## src/rtl/regfile_writeback.sv

```systemverilog
// Write-side front end of the 64x16 register file.
// Results from the ALU (channel A) and load/store (channel B) enter a small
// in-order queue and retire up to two per cycle onto the two register-file
// write ports and the carry-write port. Three combinational lookups let
// decode bypass results that have not reached the register file yet.
module regfile_writeback #(
  parameter int DATA_W = 16,
  parameter int ADDR_W = 6,
  parameter int DEPTH  = 4
) (
  input  logic              clock,
  input  logic              reset,

  input  logic              a_valid,
  input  logic [ADDR_W-1:0] a_reg,
  input  logic [DATA_W-1:0] a_data,
  input  logic              a_carry_en,
  input  logic              a_carry,

  input  logic              b_valid,
  input  logic [ADDR_W-1:0] b_reg,
  input  logic [DATA_W-1:0] b_data,
  input  logic              b_carry_en,
  input  logic              b_carry,

  output logic              in_ready,
  input  logic              rf_hold,

  output logic [ADDR_W-1:0] reg_wr1,
  output logic [ADDR_W-1:0] reg_wr2,
  output logic [DATA_W-1:0] reg_wr1_data,
  output logic [DATA_W-1:0] reg_wr2_data,
  output logic              reg_wr1_enable,
  output logic              reg_wr2_enable,
  output logic              carrybit_wr,
  output logic              carrybit_wr_enable,

  input  logic [ADDR_W-1:0] fwd_rd1,
  input  logic [ADDR_W-1:0] fwd_rd2,
  input  logic [ADDR_W-1:0] fwd_rd3,
  output logic              fwd_hit1,
  output logic              fwd_hit2,
  output logic              fwd_hit3,
  output logic [DATA_W-1:0] fwd_data1,
  output logic [DATA_W-1:0] fwd_data2,
  output logic [DATA_W-1:0] fwd_data3,
  output logic              fwd_carry_hit,
  output logic              fwd_carry,

  output logic              idle
);

  localparam int PTR_W = $clog2(DEPTH);
  localparam int CNT_W = PTR_W + 1;
  // Two free slots are needed so both channels can always be accepted.
  localparam logic [CNT_W-1:0] READY_MAX = CNT_W'(DEPTH - 2);
  localparam logic [CNT_W-1:0] TWO       = CNT_W'(2);

  // Queue storage, one field per array: {reg, data, carry_en, carry}
  logic [ADDR_W-1:0] q_reg  [DEPTH];
  logic [DATA_W-1:0] q_data [DEPTH];
  logic              q_cen  [DEPTH];
  logic              q_car  [DEPTH];

  logic [PTR_W-1:0]  wr_ptr;
  logic [PTR_W-1:0]  rd_ptr;
  logic [CNT_W-1:0]  count;

  logic              a_acc;
  logic              b_acc;
  logic [PTR_W-1:0]  b_ptr;
  logic [PTR_W-1:0]  rd_ptr_p1;
  logic [CNT_W-1:0]  n_push;
  logic [CNT_W-1:0]  n_pop;

  // Queue positions in age order (0 = oldest) and whether each holds an entry
  logic [PTR_W-1:0]  scan_idx  [DEPTH];
  logic              scan_live [DEPTH];

  logic [ADDR_W-1:0] look_rd   [3];
  logic              look_hit  [3];
  logic [DATA_W-1:0] look_data [3];

  // Readiness depends only on the registered count; a pop this cycle gives no credit.
  assign in_ready  = (count <= READY_MAX);
  assign a_acc     = a_valid && in_ready;
  assign b_acc     = b_valid && in_ready;
  // A is older than B when both arrive, so B takes the slot after A.
  assign b_ptr     = a_acc ? (wr_ptr + PTR_W'(1)) : wr_ptr;
  assign rd_ptr_p1 = rd_ptr + PTR_W'(1);

  // Push/pop counts for this cycle; pops are min(count, 2) unless held.
  always_comb begin
    n_push = CNT_W'(a_acc) + CNT_W'(b_acc);
    n_pop  = '0;
    if (!rf_hold) begin
      if (count >= TWO) n_pop = TWO;
      else              n_pop = count;
    end
  end

  // Queue entry capture for accepted channels.
  always_ff @(posedge clock or posedge reset) begin
    if (reset) begin
      for (int i = 0; i < DEPTH; i++) begin
        q_reg[i]  <= '0;
        q_data[i] <= '0;
        q_cen[i]  <= 1'b0;
        q_car[i]  <= 1'b0;
      end
    end else begin
      if (a_acc) begin
        q_reg[wr_ptr]  <= a_reg;
        q_data[wr_ptr] <= a_data;
        q_cen[wr_ptr]  <= a_carry_en;
        q_car[wr_ptr]  <= a_carry;
      end
      if (b_acc) begin
        q_reg[b_ptr]  <= b_reg;
        q_data[b_ptr] <= b_data;
        q_cen[b_ptr]  <= b_carry_en;
        q_car[b_ptr]  <= b_carry;
      end
    end
  end

  // Pointer and occupancy bookkeeping; pointers wrap naturally at DEPTH.
  always_ff @(posedge clock or posedge reset) begin
    if (reset) begin
      wr_ptr <= '0;
      rd_ptr <= '0;
      count  <= '0;
    end else begin
      wr_ptr <= wr_ptr + PTR_W'(n_push);
      rd_ptr <= rd_ptr + PTR_W'(n_pop);
      count  <= count + n_push - n_pop;
    end
  end

  // Registered output stage: oldest popped entry on port 1, next on port 2.
  always_ff @(posedge clock or posedge reset) begin
    if (reset) begin
      reg_wr1            <= '0;
      reg_wr2            <= '0;
      reg_wr1_data       <= '0;
      reg_wr2_data       <= '0;
      reg_wr1_enable     <= 1'b0;
      reg_wr2_enable     <= 1'b0;
      carrybit_wr        <= 1'b0;
      carrybit_wr_enable <= 1'b0;
    end else begin
      reg_wr1_enable <= (n_pop != '0);
      reg_wr2_enable <= (n_pop == TWO);
      if (n_pop != '0) begin
        reg_wr1      <= q_reg[rd_ptr];
        reg_wr1_data <= q_data[rd_ptr];
      end
      if (n_pop == TWO) begin
        reg_wr2      <= q_reg[rd_ptr_p1];
        reg_wr2_data <= q_data[rd_ptr_p1];
      end
      // The younger carry-updating entry is the one the register file must keep.
      if ((n_pop == TWO) && q_cen[rd_ptr_p1]) begin
        carrybit_wr        <= q_car[rd_ptr_p1];
        carrybit_wr_enable <= 1'b1;
      end else if ((n_pop != '0) && q_cen[rd_ptr]) begin
        carrybit_wr        <= q_car[rd_ptr];
        carrybit_wr_enable <= 1'b1;
      end else begin
        carrybit_wr_enable <= 1'b0;
      end
    end
  end

  // Age-ordered view of the queue for the forwarding search.
  always_comb begin
    for (int i = 0; i < DEPTH; i++) begin
      scan_idx[i]  = rd_ptr + PTR_W'(i);
      scan_live[i] = (CNT_W'(i) < count);
    end
  end

  assign look_rd[0] = fwd_rd1;
  assign look_rd[1] = fwd_rd2;
  assign look_rd[2] = fwd_rd3;

  // Register forwarding: scan oldest to youngest so later matches override.
  always_comb begin
    for (int p = 0; p < 3; p++) begin
      look_hit[p]  = 1'b0;
      look_data[p] = '0;
      if (reg_wr1_enable && (reg_wr1 == look_rd[p])) begin
        look_hit[p]  = 1'b1;
        look_data[p] = reg_wr1_data;
      end
      if (reg_wr2_enable && (reg_wr2 == look_rd[p])) begin
        look_hit[p]  = 1'b1;
        look_data[p] = reg_wr2_data;
      end
      for (int i = 0; i < DEPTH; i++) begin
        if (scan_live[i] && (q_reg[scan_idx[i]] == look_rd[p])) begin
          look_hit[p]  = 1'b1;
          look_data[p] = q_data[scan_idx[i]];
        end
      end
    end
  end

  assign fwd_hit1  = look_hit[0];
  assign fwd_hit2  = look_hit[1];
  assign fwd_hit3  = look_hit[2];
  assign fwd_data1 = look_data[0];
  assign fwd_data2 = look_data[1];
  assign fwd_data3 = look_data[2];

  // Carry forwarding: the output stage already holds the younger of its pair.
  always_comb begin
    fwd_carry_hit = 1'b0;
    fwd_carry     = 1'b0;
    if (carrybit_wr_enable) begin
      fwd_carry_hit = 1'b1;
      fwd_carry     = carrybit_wr;
    end
    for (int i = 0; i < DEPTH; i++) begin
      if (scan_live[i] && q_cen[scan_idx[i]]) begin
        fwd_carry_hit = 1'b1;
        fwd_carry     = q_car[scan_idx[i]];
      end
    end
  end

  assign idle = (count == '0) && !reg_wr1_enable && !reg_wr2_enable && !carrybit_wr_enable;

endmodule

```

## config.mk

```make
export PLATFORM = sky130hd
export DESIGN_NAME = regfile_writeback
export DESIGN_NICKNAME = d
export VERILOG_FILES = /design/src/rtl/regfile_writeback.sv
export SDC_FILE = /design/constraint.sdc
export NUM_CORES = 1
export LEC_CHECK = 0
export CELL_PAD_IN_SITES_DETAIL_PLACEMENT = 1
export CELL_PAD_IN_SITES_GLOBAL_PLACEMENT = 2
export CORE_ASPECT_RATIO = 0.7
export CORE_MARGIN = 5
export CORE_UTILIZATION = 34
export DETAILED_ROUTE_END_ITERATION = 6
export PLACE_DENSITY_LB_ADDON = 0.05
export SYNTH_ARGS = -nofsm -noshare
export SYNTH_HDL_FRONTEND = slang
export SYNTH_SLANG_ARGS = --single-unit
```

## constraint.sdc

```tcl
create_clock -name clock -period 6.2 [get_ports clock]
set_input_delay 1.55 -clock clock [delete_from_list [all_inputs] [get_ports clock]]
set_output_delay 1.55 -clock clock [all_outputs]
set_load 0.05 [all_outputs]
```

Word level (Yosys, flattened, before mapping). Index checks and enable logic that the tools add are counted.

Add/subtract/negate cells: 9. Magnitude comparators: 14. Eq/ne operators: 19. Multiplexer cells: 129. Bitwise operators: 6. Reductions and logical operators: 37.

Operators with widths (count): two-way mux 16 bit (28); binary-select mux 16 bit (select 2 bit) (4); bitwise mux 64 bit (2); two-way mux 64 bit (2); == test 6 bit (18); demux 16 bit (select 2 bit) (2); two-way mux 6 bit (10); two-way mux 1 bit (50); binary-select mux 6 bit (select 2 bit) (4); bitwise mux 24 bit (2); two-way mux 24 bit (2); logical AND 1 bit (31); demux 6 bit (select 2 bit) (2); greater-or-equal comparator 3 bit (second input constant) (6); inverter 2 -> 3 bit (6); binary-select mux 1 bit (select 2 bit) (8); bitwise mux 4 bit (4); two-way mux 4 bit (4); less-than comparator 1 x 3 -> 1 bit (first input constant) (2); less-than comparator 2 x 3 -> 1 bit (first input constant) (2); less-than comparator 3 x 1 -> 1 bit (second input constant) (2); two-way mux 3 bit (2); adder 2 x 1 -> 2 bit (second input constant) (2); adder 2 bit (2); other kinds (13) (17).

Bits in registers: 151. Input bits: 71. Output and inout port bits: 103. Word-level logic and storage cells: 241.

Depth between registers and ports, before layout. Gate-level depths: netlist of the first run.

Word-level depth: 10. Gate-level depth with buffers: 13. Depth with buffers taken out: 12.

Worst setup path after synthesis of the first run. No wires, ideal clock.

Kind: input port to output port. Start point: in fwd_rd3[1]. End point: out fwd_data3[10]. Arrival time: 4.224 ns. Required time: 4.650 ns. Setup slack: 0.426 ns. Stages on the path: 9. Buffers on the path: 3. Path through: clkbuf_1 > xnor2_1 > nand4_1 > nor4_2 > a41o_1 > clkbuf_1 > clkbuf_1 > a31oi_1 > o211ai_1.

Longest elaborated chain between the ends: 8. Elaborated cells between the ends (all ways): 18. Classes of those cells: eq/ne: 6; mux: 6; reduce/logical: 6.

Ends and longest elaborated chain: start: declaration (RTL line 40) `input logic [ADDR_W-1:0] fwd_rd3,`; == test 6 bit (RTL line 192) `if (reg_wr1_enable && (reg_wr1 == look_rd[p])) begin`; logical AND 1 bit (RTL line 192); two-way mux 16 bit (RTL line 192); two-way mux 16 bit (RTL line 196) `if (reg_wr2_enable && (reg_wr2 == look_rd[p])) begin`; two-way mux 16 bit (3 in series) (RTL line 201) `if (scan_live[i] && (q_reg[scan_idx[i]] == look_rd[p])) begin`; two-way mux 16 bit (*) (RTL line 201); end: declaration (RTL line 46) `output logic [DATA_W-1:0] fwd_data3,`.

Mark *: on every way between the ends. The rest lies on a longest branch, timed or not.

Worst setup path in the final report of the first run.
Start point: in fwd_rd2[0]. End point: out fwd_data2[1].

Longest elaborated chain between the ends: 8. Elaborated cells between the ends (all ways): 18. Classes of those cells: eq/ne: 6; mux: 6; reduce/logical: 6.

Ends and longest elaborated chain: start: declaration (RTL line 39) `input logic [ADDR_W-1:0] fwd_rd2,`; == test 6 bit (RTL line 192); logical AND 1 bit (RTL line 192); two-way mux 16 bit (RTL line 192); two-way mux 16 bit (RTL line 196); two-way mux 16 bit (3 in series) (RTL line 201); two-way mux 16 bit (*) (RTL line 201); end: declaration (RTL line 45) `output logic [DATA_W-1:0] fwd_data2,`.

Marks and branches as above.

==> metrics.txt, run 1 <==
Initial DRC Count=1210; # port buffers=between 150 and 200; pin count of the biggest net entering global routing=between 60 and 70; antenna-violating nets left=0; Crit path required time=4.65 ns; post-route insts no fill=2122; Synth area leaders=dfrtp_1 30%, mux2i_1 13%, mux2_2 7.0%; final worst-path cycle share=0.979; Yosys cell types=56; Hold WC Path Type=register to register; CTS H-tree depth=4; setup TNS=0 ns; Detail Placement HPWL=40700 um; top post-synthesis cells by count=185 x nand2_1, 164 x mux2i_1, 157 x nor2_1, 151 x dfrtp_1, 104 x o21ai_0; Initial Utilization=0.343; pwr dens=676 nW/um^2; synthesized area per cell=between 8 and 9 sq um; Warnings, synthesis=0; Crit Path Category=primary input to primary output; Startpoint Class=primary input; sequential area share after synthesis=0.297; clk slew on worst S/H paths=about 0.07 ns; Slew Viols, Final=0; number of buffers created by CTS=17; All-Layer GR Usage=0.254; Die W=between 200 and 250 um; clock skew=~0.013 ns; Rel. slew slack=0.280; CP arrival=~4.5 ns; Layout Nets=roughly 1700; Residual DRC=0; clock buffer depth=2; cell taking the most area after synthesis=dfrtp_1; VDD IR max=between 0.2 and 0.25 mV; Post-Syn Area=12700 sq um; final wirelength=approximately 53000 um; routed vias=~12000; Wirelength per Cell=approximately 25 um; synth-to-layout area growth=27.1%; GPL Wtd Cong=0.934; outcome=completed; pre-CTS setup slack=roughly 0.25 ns; CP Capture Type=primary output; Synth Flop Type=dfrtp_1; post-CTS setup buffers=0; share of cells above drive strength 1=0.165; most numerous cell in the Yosys netlist=nand2_1; Synth async-reset ratio=1.00; Die Height=172 um; fin util=0.436; die area=roughly 41000 sq um; post-synth top area share=0.297; IO Count=~170; drt via density=5.68; Net Count, Synth=1573; CP Max Fanout=10; Site Rows=slightly below 60; clk root buf=clkbuf_16; number of global-route vias before repair=around 12000; clk sink count=between 150 and 200; Leakage=7.00 nW; number of synthesized flops with an enable pin=0; Resized cells post-CTS=0; Post-CTS Hold Buffers=0; Final Hold Violating Endpoints=0; Clock Latency Late Sink=about 0.46 ns; initial antenna violation count=0; dpl cells=2090; Tmin final=around 6.1 ns; actual slew at the worst max-slew pin=around 1.1 ns; RSZ-0062 raised after global routing=no; ant diodes=0; number of flip-flops in the largest register=64; final worst slack=roughly 0.13 ns; CTS tree=yes; total grt overflow=0; max_cap viols=0; first-pass GRT wire length=slightly below 80000 um; Initial DRT Pass Iterations=6; Max Fclk=roughly 160 MHz; Setup Viol. Count Final=0; Mapped Cells=approximately 1500; FILL cells=between 4000 and 5000; number of synthesized register bits=151; Core Area=approximately 37000 sq um
## worst paths after layout
path	to	slack [ns]	startpoint	depth (start not counted)
worst min register to register	reg_wr2_data[13]	0.58	reg_wr2_data[13]	2
min in group asynchronous	wr_ptr[0]	1.48	reset	2
worst max register to register	count[2]	3.03	count[2]	13
max in group asynchronous	q_data[9]	3.57	reset	3
worst max-delay path	fwd_data2[1]	0.13	fwd_rd2[0]	9
worst min-delay path	reg_wr2_data[13]	0.58	reg_wr2_data[13]	2
## logic make-up (layout without fill, tap and decap cells)
group           Yosys count  in the layout  synth area share
flops                   151            151             0.297
mux                     263            263             0.235
fa+ha+maj                11             11            0.0114
compound gates          354            354             0.170
buf+inv                 154            297            0.0544
xor+xnor                115            115            0.0793
simple gates            443            443             0.153
## placed cells by master (no fill, tap or decap), drive strengths merged, types with 13 or more instances in the layout
cell type and instances:
nand2 186, mux2i 164, nor2 157, dfrtp 151, clkdlybuf4s50 122, buf 112
o21ai 104, a21oi 95, mux2 79, xnor2 76, a31oi 48, xor2 39
inv 37, nand3 27, nor3 25, mux4 20, a221oi 19, o22ai 17
o211ai 17, clkbuf 17, a211o 16, a22o 13, nor4 13
## through the flow
stage / hold WS (ns) / total power [mW] / area (sq um)
2_1_floorplan: 0.528 / 6.77 / 12700
3_3_place_gp: 0.553 / 9.55 / 15500
3_5_place_dp: 0.555 / 9.68 / 15500
4_1_cts: 0.574 / 10.8 / 16100
5_1_grt: 0.602 / 11.5 / 16100
6_report: 0.577 / 10.9 / 16100
## critical path, cell delays in order
cell and delay, ns:
clkdlybuf4s50_1 0.83, xnor2_1 0.15, o31a_1 0.26, nor4_1 0.48, nor2_1 0.37, a21boi_0 0.22, a221oi_1 0.31, buf_4 0.20
buf_12 0.13
## power by group
part	switching [mW]	leakage [nW]	internal, mW	total (mW)
combinational	4.68	4.90	2.86	7.54
clock	0.524	0.295	0.611	1.14
sequential	0.748	1.81	1.49	2.24
## cell type report
| class | instances | area (sq um) | area share |
|---|---|---|---|
| clock buffer | 17 | 425 | 0.0263 |
| tap | 488 | 611 | 0.0378 |
| timing repair buffer | 234 | 2690 | 0.166 |
| multi-input combinational | 1186 | 8330 | 0.516 |
| sequential | 151 | 3790 | 0.234 |
| clock inverter | 15 | 188 | 0.0116 |
| inverter | 31 | 121 | 0.00752 |
## per-layer routing
| metal | GRT usage | vias up | share of wire |
|---|---|---|---|
| met3 | 0.0462 | 33 | 0.064 |
| met1 | 0.426 | 6083 | 0.54 |
| met5 | 0 | - | 0 |
| li1 | - | 5590 | - |
| met2 | 0.332 | 354 | 0.39 |
| met4 | 0.0414 | 0 | 0.0070 |
(Power assumes the default switching activity.)
==> run 2: changes to the inputs <==
--- a/config.mk
+++ b/config.mk
@@ -12,6 +12,7 @@
 export CORE_UTILIZATION = 34
 export DETAILED_ROUTE_END_ITERATION = 6
 export PLACE_DENSITY_LB_ADDON = 0.05
+export SLEW_MARGIN = 20
 export SYNTH_ARGS = -nofsm -noshare
 export SYNTH_HDL_FRONTEND = slang
 export SYNTH_SLANG_ARGS = --single-unit
==> run 2 against run 1 <==
Against the previous run:
- setup slack better by 0.027 ns
- highest routed layer unchanged
- clock power hardly changed
- routed wire length increased by 0.42%
- total power is essentially flat
- combinational power is essentially flat
- worst hold slack better by 0.0031 ns
- sequential power barely moved
- cell count barely moved
- flip-flop and latch count unchanged
- critical path depth unchanged
- non-clock buffer count increased by 1
==> metrics.txt, run 2 (synthesized netlist as in run 1, its figures left out) <==
outcome=completed (unchanged); post-route insts no fill=2123 (was 2122); Tmin final=6.04 ns (was 6.07 ns); clk sink count=151 (unchanged); Hold WC Path Type=register to register (unchanged); Layout Nets=1704 (was 1703); Detail Placement HPWL=40700 um (unchanged); Residual DRC=0 (unchanged); clock buffer depth=2 (unchanged); share of cells above drive strength 1=0.165 (about the same); final worst slack=0.158 ns (was 0.131 ns); actual slew at the worst max-slew pin=0.967 ns (was 1.08 ns); final worst-path cycle share=0.974 (was 0.979); post-CTS setup buffers=0 (unchanged); reg2reg setup slack=3.03 ns (about the same); Final Hold Violating Endpoints=0 (unchanged); Clock Latency Late Sink=0.46 ns (about the same); Slew Viols, Final=0 (unchanged); die area=41400 sq um (unchanged); setup TNS=0 ns (unchanged); CP Max Fanout=10 (unchanged); CP arrival=4.49 ns (was 4.52 ns); Setup Viol. Count Final=0 (unchanged); antenna-violating nets left=0 (unchanged); Crit path required time=4.65 ns (about the same); dpl cells=2090 (unchanged); clock skew=0.0121 ns (was 0.0126 ns); RSZ-0062 raised after global routing=no (unchanged); Wirelength per Cell=25.1 um (was 25.0 um); Leakage=7.01 nW (was 7.00 nW); synth-to-layout area growth=27.3% (was 27.1%); routed vias=12100 (about the same); All-Layer GR Usage=0.254 (unchanged); Resized cells post-CTS=0 (unchanged); most common cell after layout, fill and taps aside=nand2_1 (unchanged); pin count of the biggest net entering global routing=68 (unchanged); CTS tree=yes (unchanged); clk root buf=clkbuf_16 (unchanged); clk slew on worst S/H paths=0.06 ns (was 0.07 ns); GPL Wtd Cong=0.934 (unchanged); Crit Path Category=primary input to primary output (unchanged); Core Area=37100 sq um (unchanged); Site Rows=59 (unchanged); Post-CTS Hold Buffers=0 (unchanged); Startpoint Class=primary input (unchanged); Initial Utilization=0.343 (unchanged); most frequent cells in the layout=185 x nand2_1, 164 x mux2i_1, 156 x nor2_1 (unchanged); CTS H-tree depth=4 (unchanged); pre-CTS setup slack=0.250 ns (unchanged); number of buffers created by CTS=17 (unchanged); VDD IR max=0.243 mV (about the same); drt via density=5.68 (about the same); IO Count=174 (unchanged); Max Fclk=166 MHz (was 165 MHz); number of flip-flops in the largest register=64 (unchanged); Rel. slew slack=0.353 (was 0.280); total grt overflow=0 (unchanged); Initial DRT Pass Iterations=5 (was 6); worst hold margin=0.580 ns (was 0.577 ns); Die W=241 um (unchanged); first-pass GRT wire length=79200 um (unchanged); Initial DRC Count=1178 (was 1210); initial antenna violation count=0 (unchanged); final wirelength=53200 um (was 53000 um); pwr dens=675 nW/um^2 (was 676 nW/um^2); Die Height=172 um (unchanged); number of global-route vias before repair=11700 (unchanged); ant diodes=0 (unchanged); CP Capture Type=primary output (unchanged); max_cap viols=0 (unchanged); # port buffers=173 (unchanged)
-- run 2: final cells by class --
cell class                      count  area, sq um
Sequential cell                   151         3790
Inverter                           31          121
Timing Repair Buffer              235         2720
Tap cell                          488          611
Multi-Input combinational cell   1186         8330
Clock inverter                     15          188
Clock buffer                       17          425
Fill cell                        4253        20900
-- run 2: per-stage QoR --
step | cell area [sq um] | total power, mW | utilization
floorplan | 12700 | 6.77 | -
global placement | 15500 | 9.55 | 0.419
detailed placement | 15500 | 9.68 | 0.419
CTS | 16100 | 10.8 | 0.436
global route | 16200 | 11.5 | 0.437
finish | 16200 | 10.9 | 0.437
-- run 2: metal layers --
metal,share of wire,global-route usage,vias up
met3,0.063,0.0462,33
met2,0.39,0.332,345
met4,0.0070,0.0414,0
li1,-,-,5601
met1,0.54,0.426,6082
met5,0,0,-
-- run 2: report_power, final --
part	switching (mW)	internal (mW)	leakage [nW]	total [mW]
clock	0.522	0.611	0.295	1.13
combinational	4.68	2.86	4.91	7.55
sequential	0.749	1.49	1.81	2.24
total	5.95	4.97	7.01	10.9
-- run 2: worst paths after layout --
check | startpoint | depth (start not counted) | to
setup reg to reg | count[2] | 13 | count[2]
setup / recovery | fwd_rd2[0] | 9 | fwd_data2[1]
max in group asynchronous | reset | 3 | q_data[22]
min in group asynchronous | reset | 2 | wr_ptr[0]
hold / removal | reg_wr2_data[7] | 2 | reg_wr2_data[7]
hold reg to reg | reg_wr2_data[7] | 2 | reg_wr2_data[7]
-- run 2: critical path, stage by stage --
cell and delay (ns):
clkdlybuf4s50_1 0.82, xnor2_1 0.15, o31a_1 0.26, nor4_1 0.47
nor2_1 0.37, a21boi_0 0.22, a221oi_1 0.31, buf_4 0.20
buf_12 0.13
